==> config.mk <==
export PLATFORM = sky130hd
export DESIGN_NAME = tx_rr_arbiter
export DESIGN_NICKNAME = d
export VERILOG_FILES = /design/src/rtl/axi_tx_pkg.sv /design/src/rtl/rr_pick.sv /design/src/rtl/tx_rr_arbiter.sv
export SDC_FILE = /design/constraint.sdc
export NUM_CORES = 1
export LEC_CHECK = 0
export ABC_AREA = 1
export CAP_MARGIN = 20
export CORE_MARGIN = 5
export CORE_UTILIZATION = 40
export DETAILED_ROUTE_END_ITERATION = 10
export PLACE_DENSITY = 0.84
export SETUP_SLACK_MARGIN = 0.4
export SYNTH_ARGS = -nofsm -noshare
export SYNTH_HDL_FRONTEND = slang
export SYNTH_SLANG_ARGS = --single-unit
export TNS_END_PERCENT = 1
==> constraint.sdc <==
create_clock -name ACLK -period 2.15 [get_ports ACLK]
set_input_delay 0.3225 -clock ACLK [delete_from_list [all_inputs] [get_ports ACLK]]
set_output_delay 0.3225 -clock ACLK [all_outputs]
set_load 0.02 [all_outputs]
==> src/rtl/axi_tx_pkg.sv <==
// Types shared by the AXI transmit-side channel controllers.
// arb_state_t is the two-state bus-holding FSM used by tx_rr_arbiter.
package axi_tx_pkg;

    typedef enum logic {
        ARB_IDLE = 1'b0,
        ARB_SEND = 1'b1
    } arb_state_t;

endpackage

==> src/rtl/rr_pick.sv <==
// Combinational round-robin picker: first set request at or above ptr, wrapping modulo N.
// ptr is assumed to be in [0, N-1].
module rr_pick #(
    parameter int unsigned N    = 4,
    parameter int unsigned ID_W = $clog2(N)
) (
    input  logic [N-1:0]    req,
    input  logic [ID_W-1:0] ptr,
    output logic [N-1:0]    gnt_onehot,
    output logic [ID_W-1:0] gnt_idx,
    output logic            any
);

    logic [ID_W:0]   sum;
    logic [ID_W-1:0] idx;

    always_comb begin
        gnt_onehot = '0;
        gnt_idx    = '0;
        any        = 1'b0;
        sum        = '0;
        idx        = '0;
        for (int unsigned off = 0; off < N; off++) begin
            // ptr + off < 2N, so one conditional subtract gives the modulo.
            sum = {1'b0, ptr} + (ID_W+1)'(off);
            if (sum >= (ID_W+1)'(N)) begin
                sum = sum - (ID_W+1)'(N);
            end
            idx = sum[ID_W-1:0];
            if (!any && req[idx]) begin
                any             = 1'b1;
                gnt_onehot[idx] = 1'b1;
                gnt_idx         = idx;
            end
        end
    end

endmodule

==> src/rtl/tx_rr_arbiter.sv <==
// Round-robin arbiter sharing one registered VALID/READY transmit channel among N requesters.
// The winning beat is registered and held on the bus until READY completes the handshake.
module tx_rr_arbiter
    import axi_tx_pkg::*;
#(
    parameter  int unsigned N     = 4,
    parameter  int unsigned WIDTH = 8,
    localparam int unsigned ID_W  = $clog2(N)
) (
    input  logic               ACLK,
    input  logic               ARESETn,
    input  logic [N-1:0]       req_valid,
    input  logic [N*WIDTH-1:0] req_data,
    output logic [N-1:0]       req_ready,
    output logic               VALID,
    output logic [WIDTH-1:0]   xDATA,
    output logic [ID_W-1:0]    xID,
    input  logic               READY,
    output logic               busy
);

    arb_state_t       state_q, state_d;
    logic [ID_W-1:0]  ptr_q, ptr_d;
    logic [WIDTH-1:0] data_q, data_d;
    logic [ID_W-1:0]  id_q, id_d;

    logic [N-1:0]     gnt_onehot;
    logic [ID_W-1:0]  gnt_idx;
    logic             any;
    logic             load;
    logic             grant;
    logic [WIDTH-1:0] win_data;

    rr_pick #(
        .N    (N),
        .ID_W (ID_W)
    ) u_pick (
        .req        (req_valid),
        .ptr        (ptr_q),
        .gnt_onehot (gnt_onehot),
        .gnt_idx    (gnt_idx),
        .any        (any)
    );

    assign load  = (state_q == ARB_IDLE) || READY;
    assign grant = load && any;

    always_comb begin
        win_data = '0;
        for (int unsigned i = 0; i < N; i++) begin
            if (gnt_onehot[i]) begin
                win_data = req_data[i*WIDTH +: WIDTH];
            end
        end
    end

    always_comb begin
        state_d = state_q;
        ptr_d   = ptr_q;
        data_d  = data_q;
        id_d    = id_q;
        if (grant) begin
            state_d = ARB_SEND;
            data_d  = win_data;
            id_d    = gnt_idx;
            ptr_d   = (gnt_idx == ID_W'(N - 1)) ? '0 : gnt_idx + 1'b1;
        end else if (load) begin
            state_d = ARB_IDLE;
        end
    end

    always_ff @(posedge ACLK or negedge ARESETn) begin
        if (!ARESETn) begin
            state_q <= ARB_IDLE;
            ptr_q   <= '0;
            data_q  <= '0;
            id_q    <= '0;
        end else begin
            state_q <= state_d;
            ptr_q   <= ptr_d;
            data_q  <= data_d;
            id_q    <= id_d;
        end
    end

    // Gated by reset so no source believes a beat was taken while the register is held clear.
    assign req_ready = (grant && ARESETn) ? gnt_onehot : '0;
    assign VALID     = (state_q == ARB_SEND);
    assign busy      = VALID;
    assign xDATA     = data_q;
    assign xID       = id_q;

endmodule

-- Yosys cells after proc, flatten, opt, wreduce, memory -nomap -nowiden
Index checks and enable logic that the tools add are counted.
- output and inout port bits: 16
- word-level logic and storage cells: 83
- bits of input ports: 39
- register bits after elaboration: 13
- eq/ne operators: 1
- bitwise logic cells: 4
- magnitude comparators: 12
- reduce and logical (&&, ||, !) cells: 14
- mux-type cells: 40
- add/sub/neg operators: 8
- operators by type and width (kind ; count):
    $mux W8 ; 4
    $mux W4 ; 5
    $mux W2 ; 9
    $mux W1 ; 14
    $lt A2 B3 Y1 const B ; 4
    $or A4 B4 Y4 ; 3
    $ge A3 B3 Y1 const B ; 3
    $logic_and A1 B1 Y1 ; 9
    $bmux W1 S2 ; 4
    $demux W1 S2 ; 4
    $ge A2 B1 Y1 const B ; 4
    $sub A2 B1 Y2 const B ; 4
    $add A2 B2 Y3 const B ; 2
    $add A2 B1 Y3 const B ; 1
    $ge A2 B3 Y1 const B ; 1
    $logic_not A1 Y1 ; 3
    $add A2 B1 Y2 const B ; 1
    $eq A2 B2 Y1 const B ; 1
    $reduce_bool A2 Y1 ; 1
    $logic_or A1 B1 Y1 ; 1
    $not A1 Y1 ; 1

-- Longest topological paths before layout
- depth after elaboration: 18
- depth in mapped cells: 15
- depth with buffers taken out: 13

-- Modules after synthesis
From an unflattened synthesis, not the netlist that was laid out.
- cell total of the unflattened synthesis: 207
- area total of the unflattened synthesis: 1292.5 um^2
- by module, submodules not included (module ; seq. area each (um^2) ; instances ; area an instance (um^2) ; cells an instance):
    tx_rr_arbiter ; 325.3 ; 1 ; 852.1 ; 133
    rr_pick ; 0.0 ; 1 ; 440.4 ; 74

-- Worst setup path before layout
Ideal clock, no wire load.
- kind: reg2out
- start: register with a tool-made name
- end: output req_ready[2]
- path buffers: 2
- stages on the path, launching flop included: 14
- slack: -0.207 ns
- data arrival time: 2.035 ns
- data required time: 1.827 ns
- cells stage by stage: dfrtp_1 -> buf_6 -> inv_6 -> ha_1 -> inv_1 -> nand3_1 -> nand2_2 -> nand3_1 -> nor2_4 -> nand2_1 -> nand3_4 -> buf_6 -> nand2_1 -> inv_1
- RTL lines (item ; RTL line ; source):
    to (decl) ; tx_rr_arbiter.sv:14 ; output logic [N-1:0] req_ready,

==> summary.md <==
| Metric | Value |
|---|---|
| Status | finished, violations left |
| Failing checks | setup timing |
| Initial Utilization | 0.414 |
| DRT Wirelength | 4.21 mm |
| Critical Path Fanout Max | 5 |
| Fmax | 439 MHz |
| Syn Nets | 239 |
| Layout Skew | 0.00599 ns |
| CTS tree | built |
| Max Cap Viol | 0 |
| Non-Filler Instances | 326 |
| Tot Pwr | 4760 uW |
| Slew headroom | 0.771 |
| Final hold vios | 0 |
| Setup TNS | -0.481 ns |
| Initial antenna violation count | 0 |
| Fin crit period | 2.28 ns |
| Die ar. | 4760 um2 |
| Vias per inst | 4.73 |
| Data arrival, critical path | 1.95 ns |
| Hold_buf cts | 0 |
| Crit path launch type | flip-flop |
| Core Rows | 21 |
| Worst Path Required | 1.83 ns |
| Core area | 3360 um2 |
| Peak VDD IR | 1040 uV |
| H-tree depth | 1 |
| TritonCTS Buffers | 3 |
| Worst-Skew Late Latency | 0.26 ns |
| Nature of the critical path endpoint | output pin |
| P_leak | 0.00113 uW |
| Total grt overflow | 0 |
| Layout cell share with drive strength beyond 1 | 0.332 |
| CP peak stage delay | 0.46 ns |
| FF+latch count, synth | 13 |
| Synthesis Warnings | 0 |
| Chip width | 69.0 um |
| Detail Route Antenna Nets | 0 |
| Fillers | 283 |
| Sink Count | 13 |
| Power Density | 2020 nW/um2 |
| Routed vias | 1,543 |
| Flop-to-flop setup slack | 0.01 ns |
| Largest area contributor in the netlist | dfrtp_1 |
| Final nets | 327 |
| Gpl congestion | 0.826 |
| Worst path slowest cell | dfrtp_2 |
| Iteration-0 DRC count of the detailed router | 44 |
| Ant. Diodes | 0 |
| Mean Syn Cell Area | 7.21 um2 |
| IO buf count | 54 |
| Root Driver | clkbuf_4 |
| Cell area after synthesis | 1390 um2 |
| Routed len/inst | 12.9 um |
| Final worst slack | -0.126 ns |
| HPWL after detailed placement | 3.40 mm |
| Drt drc | 0 |
| Worst Path Class, Setup | reg -> out |
| Unrepaired setup endpoints after global routing | true |
| Inst Count DP | 316 |
| Reg2reg path depth | 16 |
| Yosys top cell area share | 0.234 |
| Hold slack | 0.396 ns |
| Final setup vio count | 4 |
| Yosys cell types | 29 |
| Synth area leaders | dfrtp_1 23%, nand2_1 13%, a21oi_1 11% |
| TritonRoute pass-1 iters | 4 |
| Cell Chain, Critical Path | inv_8 > ha_4 > inv_6 > nand3_2 > nand2_4 > nand3_2 > nor2_4 > nand2_2 > nand3_4 > nand2_2 > inv_2 > buf_6 |
| CTS Buffer Depth | 2 |
| Fin crit share | 1.06 |
| Sequential cell area fraction in the yosys report | 0.234 |
| Pin count of the biggest net entering global routing | 17 |
| Max Slew Vio Count | 0 |
| Worst-margin pin slew | 0.341 ns |
| Mapped Cells | 193 |
| Num ports | 55 |
| GRT Total Usage | 0.182 |
| Layout area overhead | 69.4% |
| Hold/Removal Path Class | in -> async |
| Clock Pin Slew Worst Setup and Hold Paths | 0.08 ns |
| Vias in the first global route | 1,463 |
| Die Y-Extent | 69.0 um |
| Worst r2r dst | ptr_q[1]$_DFFE_PN0N_ |
| First-pass GRT wire length | 6.56 mm |
-- state kept, by name, summed over array words and instances (netlist names), named ones only --
register and flops:
xDATA 8, ptr_q 1, xID 2, VALID 1
-- placed cells by master, fill, tap and decap left out --
master / instances
inv_6: 1
ha_1: 6
nand3_4: 3
dfrtp_2: 2
buf_6: 9
a21boi_4: 1
nor2_4: 3
nor2_1: 9
a21boi_0: 2
nand2_1: 42
a31oi_1: 1
a21oi_2: 7
xor2_2: 1
clkdlybuf4s50_1: 50
nand3_2: 5
clkbuf_1: 1
nand2_8: 2
clkbuf_4: 3
nand4_1: 4
nand3_1: 12
inv_1: 15
o211ai_1: 2
dfrtp_1: 11
nand2_2: 10
inv_8: 1
inv_2: 4
nand2_4: 7
nor2_8: 1
clkinv_1: 1
o21ai_1: 3
a21oi_1: 28
a21oi_4: 1
ha_4: 1
inv_4: 2
buf_4: 29
-- synth_stat cells, drive strengths merged --
library cell and count:
nand2 61, a21oi 36, inv 23, nand3 20, dfrtp 13, nor2 13
ha 7, buf 5, nand4 4, a21boi 3, o21ai 3, o211ai 2
a31oi 1, clkinv 1, xor2 1
-- layout make-up --
| class | instances | area, um2 | share of cell area |
|---|---|---|---|
| Inverter | 24 | 108 | 0.0456 |
| Sequential cell | 13 | 328 | 0.139 |
| Tap cell | 46 | 57.6 | 0.0244 |
| Clock buffer | 4 | 26.3 | 0.0111 |
| Multi-Input combinational cell | 151 | 1020 | 0.432 |
| Timing Repair Buffer | 88 | 820 | 0.348 |
-- metrics by stage --
step	setup WS, ns	instance area, um2	utilization
after CTS	-0.116	2330	0.693
after detailed placement	-0.559	2210	0.656
after global placement	-0.508	2210	0.656
after floorplan	0.0426	1450	-
after global routing	-0.239	2360	0.701
final	-0.126	2360	0.701
-- worst max path at each step --
| stage | to | slack [ns] | cells past startpoint |
|---|---|---|---|
| after floorplan | req_ready[3] | 0.04 | 14 |
| after global placement | req_ready[2] | -0.51 | 12 |
| after detailed placement | req_ready[0] | -0.56 | 10 |
| after CTS | req_ready[1] | -0.12 | 12 |
| after global routing | req_ready[1] | -0.24 | 12 |
| final | req_ready[2] | -0.13 | 12 |
-- routing by layer --
layer | vias up | global-route usage | part of all wire
met5 | - | 0 | 0
met4 | 0 | 0.0365 | 0.0040
met3 | 2 | 0.0162 | 0.020
met2 | 20 | 0.324 | 0.52
met1 | 711 | 0.238 | 0.45
li1 | 810 | - | -
-- report_power, final --
group / switching, uW / internal (uW) / total (uW)
registers: 82.9 / 396 / 479
clock network: 71.9 / 71.6 / 143
logic: 2300 / 1830 / 4140
-- cells by family after synthesis --
| logic type | Yosys count | synth area share |
|---|---|---|
| AOI/OAI and AO/OA | 45 | 0.188 |
| xor gates and xnor gates | 1 | 0.00630 |
| adders and majority gates | 7 | 0.0629 |
| buffers and inverters | 29 | 0.103 |
| DFF | 13 | 0.234 |
| and+or+nand+nor | 98 | 0.406 |
-- repair_timing --
item | in CTS | in global routing
endpoints found under the setup margin | 17 | 17
pin swaps | 13 | 4
buffers inserted | 5 | 1
resized for setup | 38 | 8
-- critical path: cells and delay by family, from the launching register on --
| family | cells | cell delay (ns) |
|---|---|---|
| AND/OR/NAND/NOR | 7 | 0.69 |
| flip-flops | 1 | 0.46 |
| buffers and inverters | 4 | 0.31 |
| adder cells (fa/ha/maj) | 1 | 0.23 |
No activity file was read; power rests on OpenSTA's default activity.
